--- config.mk ---
export PLATFORM = sky130hd
export DESIGN_NAME = flocra_axil_master_flat
export DESIGN_NICKNAME = d
export VERILOG_FILES = /design/src/rtl/flocra_axil_pkg.sv /design/src/rtl/flocra_axil_master_if.sv /design/src/rtl/flocra_axil_master.sv /design/src/flat_wrapper.sv
export SDC_FILE = /design/constraint.sdc
export NUM_CORES = 1
export LEC_CHECK = 0
export BUFFER_PORTS_ARGS = -buffer_cell sky130_fd_sc_hd__buf_2
export CAP_MARGIN = 20
export CORE_ASPECT_RATIO = 0.75
export CORE_MARGIN = 2
export CORE_UTILIZATION = 46
export CTS_CLUSTER_DIAMETER = 50
export CTS_CLUSTER_SIZE = 16
export DETAILED_ROUTE_END_ITERATION = 7
export PLACE_DENSITY_LB_ADDON = 0.08
export SLEW_MARGIN = 5
export SYNTH_ARGS = -nofsm -noshare
export SYNTH_HDL_FRONTEND = slang
export SYNTH_SLANG_ARGS = --single-unit
--- constraint.sdc ---
create_clock -name clk -period 3.02 [get_ports clk]
set_clock_uncertainty 0.2 [all_clocks]
set_input_delay 0.151 -clock clk [delete_from_list [all_inputs] [get_ports clk]]
set_output_delay 0.151 -clock clk [all_outputs]
set_load 0.1 [all_outputs]
--- src/rtl/flocra_axil_pkg.sv ---
// Shared types and constants for the flocra AXI4-Lite initiator.
// Holds the FSM state enum, AXI response codes and the latched command payload.
package flocra_axil_pkg;

    // Widest address / data the latched command can hold.
    localparam int unsigned AXIL_ADDR_W = 32;
    localparam int unsigned AXIL_DATA_W = 32;
    localparam int unsigned AXIL_STRB_W = AXIL_DATA_W / 8;

    // Width of the per-handshake timeout counter.
    localparam int unsigned TMO_CNT_W = 16;

    localparam logic [1:0] RESP_OKAY   = 2'b00;
    localparam logic [1:0] RESP_SLVERR = 2'b10;

    typedef enum logic [2:0] {
        IDLE,
        WR,
        WR_B,
        RD_A,
        RD_R,
        RSP
    } axil_state_t;

    typedef struct packed {
        logic                   we;
        logic [AXIL_ADDR_W-1:0] addr;
        logic [AXIL_DATA_W-1:0] wdata;
        logic [AXIL_STRB_W-1:0] wstrb;
    } axil_cmd_t;

endpackage

--- src/rtl/flocra_axil_master_if.sv ---
// AXI4-Lite bus between the flocra initiator and the s0_axi slave port.
// master modport: drives AW/W/AR channels and bready/rready.
// slave modport:  drives the ready signals and the B/R channels.
interface flocra_axil_master_if #(
    parameter int unsigned ADDR_WIDTH = 19,
    parameter int unsigned DATA_WIDTH = 32
);
    localparam int unsigned STRB_WIDTH = DATA_WIDTH / 8;

    logic [ADDR_WIDTH-1:0] awaddr;
    logic [2:0]            awprot;
    logic                  awvalid;
    logic                  awready;
    logic [DATA_WIDTH-1:0] wdata;
    logic [STRB_WIDTH-1:0] wstrb;
    logic                  wvalid;
    logic                  wready;
    logic [1:0]            bresp;
    logic                  bvalid;
    logic                  bready;
    logic [ADDR_WIDTH-1:0] araddr;
    logic [2:0]            arprot;
    logic                  arvalid;
    logic                  arready;
    logic [DATA_WIDTH-1:0] rdata;
    logic [1:0]            rresp;
    logic                  rvalid;
    logic                  rready;

    modport master (
        output awaddr, awprot, awvalid,
        input  awready,
        output wdata, wstrb, wvalid,
        input  wready,
        input  bresp, bvalid,
        output bready,
        output araddr, arprot, arvalid,
        input  arready,
        input  rdata, rresp, rvalid,
        output rready
    );

    modport slave (
        input  awaddr, awprot, awvalid,
        output awready,
        input  wdata, wstrb, wvalid,
        output wready,
        output bresp, bvalid,
        input  bready,
        input  araddr, arprot, arvalid,
        output arready,
        output rdata, rresp, rvalid,
        input  rready
    );

endinterface

--- src/rtl/flocra_axil_master.sv ---
// AXI4-Lite initiator for the flocra s0_axi slave port.
// Takes one read/write command on a valid/ready channel, runs a single AXI4-Lite
// transaction and returns data/status on a valid/ready response channel.
// Ports:
//   clk, rst               clock, synchronous active-high reset
//   cmd_*                  command channel (valid/ready, we, addr, wdata, wstrb)
//   rsp_*                  response channel (valid/ready, rdata, resp, timeout flag)
//   timeout_sticky_o       set by any timeout, cleared only by rst
//   m_axi                  AXI4-Lite master bus
module flocra_axil_master
    import flocra_axil_pkg::*;
#(
    parameter int unsigned ADDR_WIDTH = 19,
    parameter int unsigned DATA_WIDTH = 32,
    parameter int unsigned TIMEOUT    = 1023
) (
    input  logic                      clk,
    input  logic                      rst,

    input  logic                      cmd_valid_i,
    output logic                      cmd_ready_o,
    input  logic                      cmd_we_i,
    input  logic [ADDR_WIDTH-1:0]     cmd_addr_i,
    input  logic [DATA_WIDTH-1:0]     cmd_wdata_i,
    input  logic [DATA_WIDTH/8-1:0]   cmd_wstrb_i,

    output logic                      rsp_valid_o,
    input  logic                      rsp_ready_i,
    output logic [DATA_WIDTH-1:0]     rsp_rdata_o,
    output logic [1:0]                rsp_resp_o,
    output logic                      rsp_timeout_o,
    output logic                      timeout_sticky_o,

    flocra_axil_master_if.master      m_axi
);

    localparam int unsigned STRB_WIDTH = DATA_WIDTH / 8;
    localparam logic        TMO_EN     = (TIMEOUT != 0);
    // Counter value in the last allowed cycle of a handshake wait.
    localparam logic [TMO_CNT_W-1:0] TMO_LAST = TMO_CNT_W'(TIMEOUT - 1);

    axil_state_t           state_q, state_d;
    axil_cmd_t             cmd_q, cmd_d;
    logic                  cmd_ready_q, cmd_ready_d;
    logic                  awvalid_q, awvalid_d;
    logic                  wvalid_q, wvalid_d;
    logic                  bready_q, bready_d;
    logic                  arvalid_q, arvalid_d;
    logic                  rready_q, rready_d;
    logic                  rsp_valid_q, rsp_valid_d;
    logic [DATA_WIDTH-1:0] rsp_rdata_q, rsp_rdata_d;
    logic [1:0]            rsp_resp_q, rsp_resp_d;
    logic                  rsp_timeout_q, rsp_timeout_d;
    logic                  sticky_q, sticky_d;
    logic [TMO_CNT_W-1:0]  tmo_cnt_q, tmo_cnt_d;
    logic                  busy;
    logic                  aw_done;
    logic                  w_done;

    // Next-state and output logic.
    always_comb begin
        state_d       = state_q;
        cmd_d         = cmd_q;
        cmd_ready_d   = cmd_ready_q;
        awvalid_d     = awvalid_q;
        wvalid_d      = wvalid_q;
        bready_d      = bready_q;
        arvalid_d     = arvalid_q;
        rready_d      = rready_q;
        rsp_valid_d   = rsp_valid_q;
        rsp_rdata_d   = rsp_rdata_q;
        rsp_resp_d    = rsp_resp_q;
        rsp_timeout_d = rsp_timeout_q;
        sticky_d      = sticky_q;
        tmo_cnt_d     = tmo_cnt_q;
        busy          = 1'b0;
        // A channel is done once its valid is low or is being accepted this cycle.
        aw_done       = !awvalid_q || m_axi.awready;
        w_done        = !wvalid_q || m_axi.wready;

        unique case (state_q)
            IDLE: begin
                if (cmd_valid_i && cmd_ready_q) begin
                    cmd_d.we    = cmd_we_i;
                    cmd_d.addr  = AXIL_ADDR_W'(cmd_addr_i);
                    cmd_d.wdata = AXIL_DATA_W'(cmd_wdata_i);
                    cmd_d.wstrb = AXIL_STRB_W'(cmd_wstrb_i);
                    cmd_ready_d = 1'b0;
                    if (cmd_we_i) begin
                        state_d   = WR;
                        awvalid_d = 1'b1;
                        wvalid_d  = 1'b1;
                    end else begin
                        state_d   = RD_A;
                        arvalid_d = 1'b1;
                    end
                end
            end
            WR: begin
                busy = 1'b1;
                if (awvalid_q && m_axi.awready) awvalid_d = 1'b0;
                if (wvalid_q && m_axi.wready)   wvalid_d  = 1'b0;
                if (aw_done && w_done) begin
                    state_d  = WR_B;
                    bready_d = 1'b1;
                end
            end
            WR_B: begin
                busy = 1'b1;
                if (m_axi.bvalid) begin
                    state_d       = RSP;
                    bready_d      = 1'b0;
                    rsp_valid_d   = 1'b1;
                    rsp_rdata_d   = '0;
                    rsp_resp_d    = m_axi.bresp;
                    rsp_timeout_d = 1'b0;
                end
            end
            RD_A: begin
                busy = 1'b1;
                if (m_axi.arready) begin
                    state_d   = RD_R;
                    arvalid_d = 1'b0;
                    rready_d  = 1'b1;
                end
            end
            RD_R: begin
                busy = 1'b1;
                if (m_axi.rvalid) begin
                    state_d       = RSP;
                    rready_d      = 1'b0;
                    rsp_valid_d   = 1'b1;
                    rsp_rdata_d   = m_axi.rdata;
                    rsp_resp_d    = m_axi.rresp;
                    rsp_timeout_d = 1'b0;
                end
            end
            RSP: begin
                if (rsp_ready_i) begin
                    state_d     = IDLE;
                    rsp_valid_d = 1'b0;
                    cmd_ready_d = 1'b1;
                end
            end
            default: state_d = IDLE;
        endcase

        // Abort when the counter would reach TIMEOUT on this edge; the abort
        // wins over any handshake landing on the same edge.
        if (TMO_EN && busy && (tmo_cnt_q == TMO_LAST)) begin
            state_d       = RSP;
            awvalid_d     = 1'b0;
            wvalid_d      = 1'b0;
            bready_d      = 1'b0;
            arvalid_d     = 1'b0;
            rready_d      = 1'b0;
            rsp_valid_d   = 1'b1;
            rsp_rdata_d   = '0;
            rsp_resp_d    = RESP_SLVERR;
            rsp_timeout_d = 1'b1;
            sticky_d      = 1'b1;
        end

        // Counter restarts on every state change and only runs while waiting on the bus.
        if (state_d != state_q) begin
            tmo_cnt_d = '0;
        end else if (busy) begin
            tmo_cnt_d = tmo_cnt_q + TMO_CNT_W'(1);
        end
    end

    // State and output registers.
    always_ff @(posedge clk) begin
        if (rst) begin
            state_q       <= IDLE;
            cmd_q         <= '0;
            cmd_ready_q   <= 1'b1;
            awvalid_q     <= 1'b0;
            wvalid_q      <= 1'b0;
            bready_q      <= 1'b0;
            arvalid_q     <= 1'b0;
            rready_q      <= 1'b0;
            rsp_valid_q   <= 1'b0;
            rsp_rdata_q   <= '0;
            rsp_resp_q    <= RESP_OKAY;
            rsp_timeout_q <= 1'b0;
            sticky_q      <= 1'b0;
            tmo_cnt_q     <= '0;
        end else begin
            state_q       <= state_d;
            cmd_q         <= cmd_d;
            cmd_ready_q   <= cmd_ready_d;
            awvalid_q     <= awvalid_d;
            wvalid_q      <= wvalid_d;
            bready_q      <= bready_d;
            arvalid_q     <= arvalid_d;
            rready_q      <= rready_d;
            rsp_valid_q   <= rsp_valid_d;
            rsp_rdata_q   <= rsp_rdata_d;
            rsp_resp_q    <= rsp_resp_d;
            rsp_timeout_q <= rsp_timeout_d;
            sticky_q      <= sticky_d;
            tmo_cnt_q     <= tmo_cnt_d;
        end
    end

    // Direction is consumed at acceptance; the latched copy is for debug visibility.
    logic unused_we;
    assign unused_we = cmd_q.we;

    assign cmd_ready_o      = cmd_ready_q;
    assign rsp_valid_o      = rsp_valid_q;
    assign rsp_rdata_o      = rsp_rdata_q;
    assign rsp_resp_o       = rsp_resp_q;
    assign rsp_timeout_o    = rsp_timeout_q;
    assign timeout_sticky_o = sticky_q;

    assign m_axi.awaddr  = ADDR_WIDTH'(cmd_q.addr);
    assign m_axi.awprot  = 3'b000;
    assign m_axi.awvalid = awvalid_q;
    assign m_axi.wdata   = DATA_WIDTH'(cmd_q.wdata);
    assign m_axi.wstrb   = STRB_WIDTH'(cmd_q.wstrb);
    assign m_axi.wvalid  = wvalid_q;
    assign m_axi.bready  = bready_q;
    assign m_axi.araddr  = ADDR_WIDTH'(cmd_q.addr);
    assign m_axi.arprot  = 3'b000;
    assign m_axi.arvalid = arvalid_q;
    assign m_axi.rready  = rready_q;

endmodule
--- src/flat_wrapper.sv ---
// flat-port wrapper written by rule: the top's interface ports become plain ports
module flocra_axil_master_flat import flocra_axil_pkg::*;
#(
    parameter int unsigned ADDR_WIDTH = 19,
    parameter int unsigned DATA_WIDTH = 32,
    parameter int unsigned TIMEOUT    = 1023
)
  (clk, rst, cmd_valid_i, cmd_ready_o, cmd_we_i, cmd_addr_i, cmd_wdata_i, cmd_wstrb_i, rsp_valid_o, rsp_ready_i, rsp_rdata_o, rsp_resp_o, rsp_timeout_o, timeout_sticky_o, m_axi_awaddr, m_axi_awprot, m_axi_awvalid, m_axi_awready, m_axi_wdata, m_axi_wstrb, m_axi_wvalid, m_axi_wready, m_axi_bresp, m_axi_bvalid, m_axi_bready, m_axi_araddr, m_axi_arprot, m_axi_arvalid, m_axi_arready, m_axi_rdata, m_axi_rresp, m_axi_rvalid, m_axi_rready);
  flocra_axil_master_if #(.ADDR_WIDTH(ADDR_WIDTH), .DATA_WIDTH(DATA_WIDTH)) m_axi_i ();
  input  logic clk;
  input  logic rst;
  input  logic cmd_valid_i;
  output logic cmd_ready_o;
  input  logic cmd_we_i;
  input  logic [ADDR_WIDTH-1:0] cmd_addr_i;
  input  logic [DATA_WIDTH-1:0] cmd_wdata_i;
  input  logic [DATA_WIDTH/8-1:0] cmd_wstrb_i;
  output logic rsp_valid_o;
  input  logic rsp_ready_i;
  output logic [DATA_WIDTH-1:0] rsp_rdata_o;
  output logic [1:0] rsp_resp_o;
  output logic rsp_timeout_o;
  output logic timeout_sticky_o;
  output wire logic [$bits(m_axi_i.awaddr)-1:0] m_axi_awaddr;
  output wire logic [$bits(m_axi_i.awprot)-1:0] m_axi_awprot;
  output wire logic [$bits(m_axi_i.awvalid)-1:0] m_axi_awvalid;
  input wire logic [$bits(m_axi_i.awready)-1:0] m_axi_awready;
  output wire logic [$bits(m_axi_i.wdata)-1:0] m_axi_wdata;
  output wire logic [$bits(m_axi_i.wstrb)-1:0] m_axi_wstrb;
  output wire logic [$bits(m_axi_i.wvalid)-1:0] m_axi_wvalid;
  input wire logic [$bits(m_axi_i.wready)-1:0] m_axi_wready;
  input wire logic [$bits(m_axi_i.bresp)-1:0] m_axi_bresp;
  input wire logic [$bits(m_axi_i.bvalid)-1:0] m_axi_bvalid;
  output wire logic [$bits(m_axi_i.bready)-1:0] m_axi_bready;
  output wire logic [$bits(m_axi_i.araddr)-1:0] m_axi_araddr;
  output wire logic [$bits(m_axi_i.arprot)-1:0] m_axi_arprot;
  output wire logic [$bits(m_axi_i.arvalid)-1:0] m_axi_arvalid;
  input wire logic [$bits(m_axi_i.arready)-1:0] m_axi_arready;
  input wire logic [$bits(m_axi_i.rdata)-1:0] m_axi_rdata;
  input wire logic [$bits(m_axi_i.rresp)-1:0] m_axi_rresp;
  input wire logic [$bits(m_axi_i.rvalid)-1:0] m_axi_rvalid;
  output wire logic [$bits(m_axi_i.rready)-1:0] m_axi_rready;
  assign m_axi_awaddr = m_axi_i.awaddr;
  assign m_axi_awprot = m_axi_i.awprot;
  assign m_axi_awvalid = m_axi_i.awvalid;
  assign m_axi_i.awready = m_axi_awready;
  assign m_axi_wdata = m_axi_i.wdata;
  assign m_axi_wstrb = m_axi_i.wstrb;
  assign m_axi_wvalid = m_axi_i.wvalid;
  assign m_axi_i.wready = m_axi_wready;
  assign m_axi_i.bresp = m_axi_bresp;
  assign m_axi_i.bvalid = m_axi_bvalid;
  assign m_axi_bready = m_axi_i.bready;
  assign m_axi_araddr = m_axi_i.araddr;
  assign m_axi_arprot = m_axi_i.arprot;
  assign m_axi_arvalid = m_axi_i.arvalid;
  assign m_axi_i.arready = m_axi_arready;
  assign m_axi_i.rdata = m_axi_rdata;
  assign m_axi_i.rresp = m_axi_rresp;
  assign m_axi_i.rvalid = m_axi_rvalid;
  assign m_axi_rready = m_axi_i.rready;
  flocra_axil_master #(.ADDR_WIDTH(ADDR_WIDTH), .DATA_WIDTH(DATA_WIDTH), .TIMEOUT(TIMEOUT)) u_core (.clk(clk), .rst(rst), .cmd_valid_i(cmd_valid_i), .cmd_ready_o(cmd_ready_o), .cmd_we_i(cmd_we_i), .cmd_addr_i(cmd_addr_i), .cmd_wdata_i(cmd_wdata_i), .cmd_wstrb_i(cmd_wstrb_i), .rsp_valid_o(rsp_valid_o), .rsp_ready_i(rsp_ready_i), .rsp_rdata_o(rsp_rdata_o), .rsp_resp_o(rsp_resp_o), .rsp_timeout_o(rsp_timeout_o), .timeout_sticky_o(timeout_sticky_o), .m_axi(m_axi_i));
endmodule
# Word level (Yosys, flattened, before mapping)
# Cells that the tools add are included.
dict set report op_classes {
  n_addsub 1
  multipliers 0
  n_div 0
  magnitude_cmp 0
  n_eq_ne 20
  n_shift 0
  n_mux 43
  n_bitwise 0
  reduce_logical 31
}
# op n
set op_table {}
lappend op_table {{32-bit 2-to-1 mux} 2}
lappend op_table {{32-bit one-hot mux with 2 select lines} 1}
lappend op_table {{3-bit 2-to-1 mux} 7}
lappend op_table {{1-bit 2-to-1 mux} 19}
lappend op_table {{3-bit one-hot mux with 6 select lines} 1}
lappend op_table {{16-bit by 1-bit adder with 16-bit output, second input constant} 1}
lappend op_table {{16-bit by 10-bit == test with 1-bit output, second input constant} 1}
lappend op_table {{4-bit AND reduction} 4}
lappend op_table {{3-bit AND reduction} 5}
lappend op_table {{1-bit one-hot mux with 2 select lines} 7}
lappend op_table {{2-bit inequality test, second input constant} 6}
lappend op_table {{2-bit nonzero test} 6}
lappend op_table {{3-bit by 2-bit inequality test with 1-bit output, second input constant} 3}
lappend op_table {{2-bit 2-to-1 mux} 4}
lappend op_table {{2-bit by 1-bit inequality test with 1-bit output, second input constant} 4}
lappend op_table {{3-bit by 2-bit == test with 1-bit output, second input constant} 2}
lappend op_table {{3-bit == test, second input constant} 2}
lappend op_table {{1-bit logical AND} 5}
lappend op_table {{2-bit one-hot mux with 2 select lines} 1}
lappend op_table {{4-bit nonzero test} 1}
lappend op_table {{2-bit OR reduction} 2}
lappend op_table {{4-bit OR reduction} 1}
lappend op_table {{3-bit by 1-bit == test with 1-bit output, second input constant} 1}
lappend op_table {{3-bit zero test} 1}
lappend op_table {{6 further kinds} 8}
dict set report word_totals {
  regBits 117
  latch_bits 0
  ramBits 0
  mem_bits_ro 0
  input_bits 101
  out_inout_bits 123
  elab_cells 112
  mem_count 0
}

# Longest topological paths before layout
dict set report logic_depth {
  depth_word 8
  ltp_mapped 8
  ltp_nobuf 7
}

# Worst setup path after synthesis
# Ideal clock, no wire load.
dict set report synth_path {
  path_type {reg2reg}
  from {register u_core.awvalid_q (netlist: u_core.m_axi.awvalid)}
  to {register u_core.tmo_cnt_q[10]}
  t_arrival_ps 2232
  t_required_ps 2756
  path_slack_ps 525
  path_stages_with_launch 7
  n_path_buf 1
  synth_period_minus_slack_ps 2495
  cell_sequence {dfxtp_1 nand2b_1 a211oi_1 o21ai_0 a2111o_1 buf_6 nor2_1}
}
dict set report synth_via {
  elab_chain_cells 8
}
# element line
set synth_lines {}
lappend synth_lines {{start, declared} flocra_axil_master.sv:45} ;# logic awvalid_q, awvalid_d;
lappend synth_lines {{start signal, assigned} flocra_axil_master.sv:193} ;# awvalid_q <= awvalid_d;
lappend synth_lines {{1-bit zero test} flocra_axil_master.sv:78} ;# aw_done = !awvalid_q || m_axi.awready;
lappend synth_lines {{1-bit logical OR} flocra_axil_master.sv:78}
lappend synth_lines {{1-bit logical AND} flocra_axil_master.sv:103} ;# if (aw_done && w_done) begin
lappend synth_lines {{3-bit 2-to-1 mux} flocra_axil_master.sv:103}
lappend synth_lines {{3-bit one-hot mux with 6 select lines} flocra_axil_master.sv:81} ;# unique case (state_q)
lappend synth_lines {{3-bit 2-to-1 mux} flocra_axil_master.sv:150} ;# if (TMO_EN && busy && (tmo_cnt_q == TMO_LAST)) begin
lappend synth_lines {{3-bit inequality test} flocra_axil_master.sv:165} ;# if (state_d != state_q) begin
lappend synth_lines {{2-bit OR reduction (no source line)} --}
lappend synth_lines {{end signal, assigned} flocra_axil_master.sv:203} ;# tmo_cnt_q <= tmo_cnt_d;
lappend synth_lines {{end, declared} flocra_axil_master.sv:55} ;# logic [TMO_CNT_W-1:0] tmo_cnt_q, tmo_cnt_d;
# Every way passes these cells.
# A chain may end at the register's enable or synchronous reset.

# Final worst setup path
dict set report layout_path {
  from {register u_core.state_q[1]}
  to {register u_core.wvalid_q (netlist: u_core.m_axi.wvalid)}
}
dict set report layout_via {
  elab_chain_cells 5
  elab_cells_between_ends 15
  cone_classes {eq/ne (7); mux (2); reduce/logical (6)}
}
# element line
set layout_lines {}
lappend layout_lines {{start, declared} flocra_axil_master.sv:42} ;# axil_state_t state_q, state_d;
lappend layout_lines {{start signal, assigned} flocra_axil_master.sv:190} ;# state_q <= state_d;
lappend layout_lines {{3-bit by 1-bit == test with 1-bit output, or another cell as far along} flocra_axil_master.sv:81}
lappend layout_lines {{4-bit OR reduction (no source line)} --}
lappend layout_lines {{1-bit 2-to-1 mux} flocra_axil_master.sv:81}
lappend layout_lines {{1-bit logical AND} flocra_axil_master.sv:150}
lappend layout_lines {{2-bit OR reduction (no source line)} --}
lappend layout_lines {{end signal, assigned} flocra_axil_master.sv:194} ;# wvalid_q <= wvalid_d;
lappend layout_lines {{end, declared} flocra_axil_master.sv:46} ;# logic wvalid_q, wvalid_d;
# Several ways; a longest one is shown, not always the timed one.

==> metrics <==
Power Density=895 nW/um^2; total congestion overflow=0; post-route ant nets=0; Post-Route WL=13.9 mm; Pint=3.67 mW; fraction of layout cells with a size suffix above 1=30.9%; deepest clock path buffer count=2; input/output buffers=217; Chip Height=90.2 um; commonest cells in the netlist=nand2_1, dfxtp_1, a21oi_1; largest net degree at the start of global routing=63; final worst path period need=2770 ps; critical path arrival=2850 ps; clock slew at reported path FFs=50 ps; top post-synthesis cells by area=dfxtp_1, nand2_1, a21oi_1, a22oi_1, nor2_1; core outline area=9660 sq um; most frequent cell after synthesis=nand2_1; Final GP Congestion=0.882; Flop pwr share=28.6%; Synth Area per Inst=8.32 sq um; post-CTS setup buffers=0; cell count after placement=848; Rel. slew slack=56.4%; Mapped Area=4550 sq um; via count=4797; number of clock sinks=117; TNS Setup=0 ps; worst-skew pair later-pin latency=400 ps; initial DRC count=285; Final HPWL DP=8.68 mm; Hold Vio Cnt, Final=0; vias in the first global route=4709; EDFF count, synth=0; HP Class=in2reg; All-Layer GR Usage=26.1%; cell taking the most area after synthesis=dfxtp_1; Starting Density=47.1%; Root Buffer=clkbuf_16; Yosys reg bits=117; max_cap viols=0; Post-Synthesis Cells=547; share of total power in combinational logic=37.5%; Setup-failing EPs final=0; I/O pin cnt=224; synth unique cells=41; Via density=4.91; initial antenna violation count=0; Worst-Margin Slew=654 ps; Die Wd=119 um; num rows=31; Psw=2.76 mW; status=finished clean; CTS tree=yes; antenna diode count=0; Leakage=3.28 nW; clock network power share=33.9%; CP endpoint kind=flop; Area Growth Syn to Fin=57.9%; Setup crit start kind=flop; fill cell count=705; YS warnings=0; register area share after synthesis=51.5%; die area=10700 sq um; VDD IR-drop max=0.421 mV; part of the cycle the worst path needs=91.7%; Slew Viols, Final=0; global-route wire length before repair=22.5 mm; Num CTS Buffers=17; DRC errors left=0; htree depth=4; Switching Share=43.0%; CP required=3100 ps; fmax=0.361 GHz; DRT Pass-1 Iters=4; post-synth top area share=51.5%; dominant synthesized flop cell=dfxtp_1; WS Path Type=reg2reg; Crit Path Max Fanout=39; RSZ-0062 raised after global routing=false; Nets=935; Async SR Flop Fraction=0%; DR WL/cell=14.2 um; final cell count without fillers=977
[worst paths after layout]
path,start,to,slack (ps),depth (start not counted)
worst max-delay path,u_core.state_q[1],u_core.m_axi.wvalid,250,6
worst min-delay path,m_axi_rresp[1],u_core.rsp_resp_o[1],110,5
worst max register to register,u_core.state_q[1],u_core.m_axi.wvalid,250,6
worst min register to register,u_core.timeout_sticky_o,u_core.timeout_sticky_o,240,2
[per-stage QoR]
stage	cell area, sq um	util [%]	setup slack, ps	hold slack (ps)	total power [mW]
finish	7190	74.4	251	113	6.43
global route	7190	74.4	77.3	131	6.67
CTS	7180	74.4	165	96.3	6.45
detailed placement	5570	57.7	391	198	4.17
global placement	5570	57.7	472	192	4.14
floorplan	4570	-	525	87.0	3.82
[registers in the layout (all words and copies together) (netlist names)]
name                     count
u_core.m_axi.wvalid          1
u_core.rsp_timeout_o         1
u_core.m_axi.araddr         19
u_core.rsp_rdata_o          32
u_core.m_axi.wstrb           4
u_core.state_q               3
u_core.tmo_cnt_q            16
u_core.m_axi.rready          1
u_core.rsp_valid_o           1
u_core.m_axi.awvalid         1
u_core.timeout_sticky_o      1
u_core.rsp_resp_o            2
u_core.m_axi.arvalid         1
u_core.m_axi.wdata          32
u_core.m_axi.bready          1
u_core.cmd_ready_o           1
[routing by layer]
metal / vias to the layer above / GRT usage (%) / routed length [um]
met5: - / 0 / 0
met4: 0 / 12.9 / 372
met3: 33 / 6.09 / 742
met2: 163 / 45.7 / 6850
met1: 2219 / 29.9 / 5920
li1: 2382 / - / -
[cell type report]
type | count | area, sq um | area share [%]
clock buffers | 19 | 443 | 6.16
well taps | 132 | 165 | 2.30
inverters | 6 | 22.5 | 0.313
flip-flops and latches | 117 | 2340 | 32.6
repair buffers | 321 | 2120 | 29.5
clock inverters | 13 | 203 | 2.82
multi-input cells | 369 | 1890 | 26.3
[worst max-delay path, cell delays in order, from the launching register on]
cell	delay (ps)
dfxtp_1	580
nor3_1	170
nor3_1	400
a31o_2	250
buf_4	380
a21oi_1	80
dlygate4sd3_1	590
[layout by cell type (no fill, tap or decap), types with 2 or more instances in the layout]
cell type	instances
buf_4	6
bufinv_16	5
clkinv_2	4
xor2_1	11
clkinvlp_4	2
nor3_1	6
nand4_1	8
clkbuf_16	17
nor2_1	57
dfxtp_1	116
a31oi_1	2
buf_2	217
a22oi_1	32
o21ai_0	6
xnor2_1	4
conb_1	6
inv_1	6
nand3_1	5
o22a_1	2
and3_1	3
dlygate4sd3_1	97
and2_1	3
nand3b_1	4
ha_1	2
nand2_1	124
nand2b_1	7
nor4_1	2
a211oi_1	5
a21oi_1	64
[power by group through the flow]
stage          combinational, mW  sequential, mW  clock (mW)
6_report                    2.41            1.84        2.18
5_1_grt                     2.52            1.86        2.28
4_1_cts                     2.40            1.84        2.21
3_5_place_dp                2.30            1.87           0
3_3_place_gp                2.28            1.86           0
2_1_floorplan              0.912            2.91           0
[logic make-up (layout without fill, tap and decap cells)]
family | after synthesis | after routing | synth area share [%]
AO/OA/AOI/OAI | 119 | 119 | 15.9
XOR/XNOR | 15 | 15 | 2.89
adder cells (fa/ha/maj) | 2 | 2 | 0.550
buffers and inverters | 66 | 359 | 7.72
flip-flops | 117 | 117 | 51.5
multiplexers | 1 | 1 | 0.220
other | 1 | 6 | 0.0824
AND/OR/NAND/NOR | 226 | 226 | 21.1
[repair_timing]
item | CTS | global route
endpoints found under the hold margin | 97 | 0
hold buffers | 97 | 0
setup endpoints to repair | 0 | 2
gates resized for setup | 0 | 1
(Power assumes the default switching activity.)
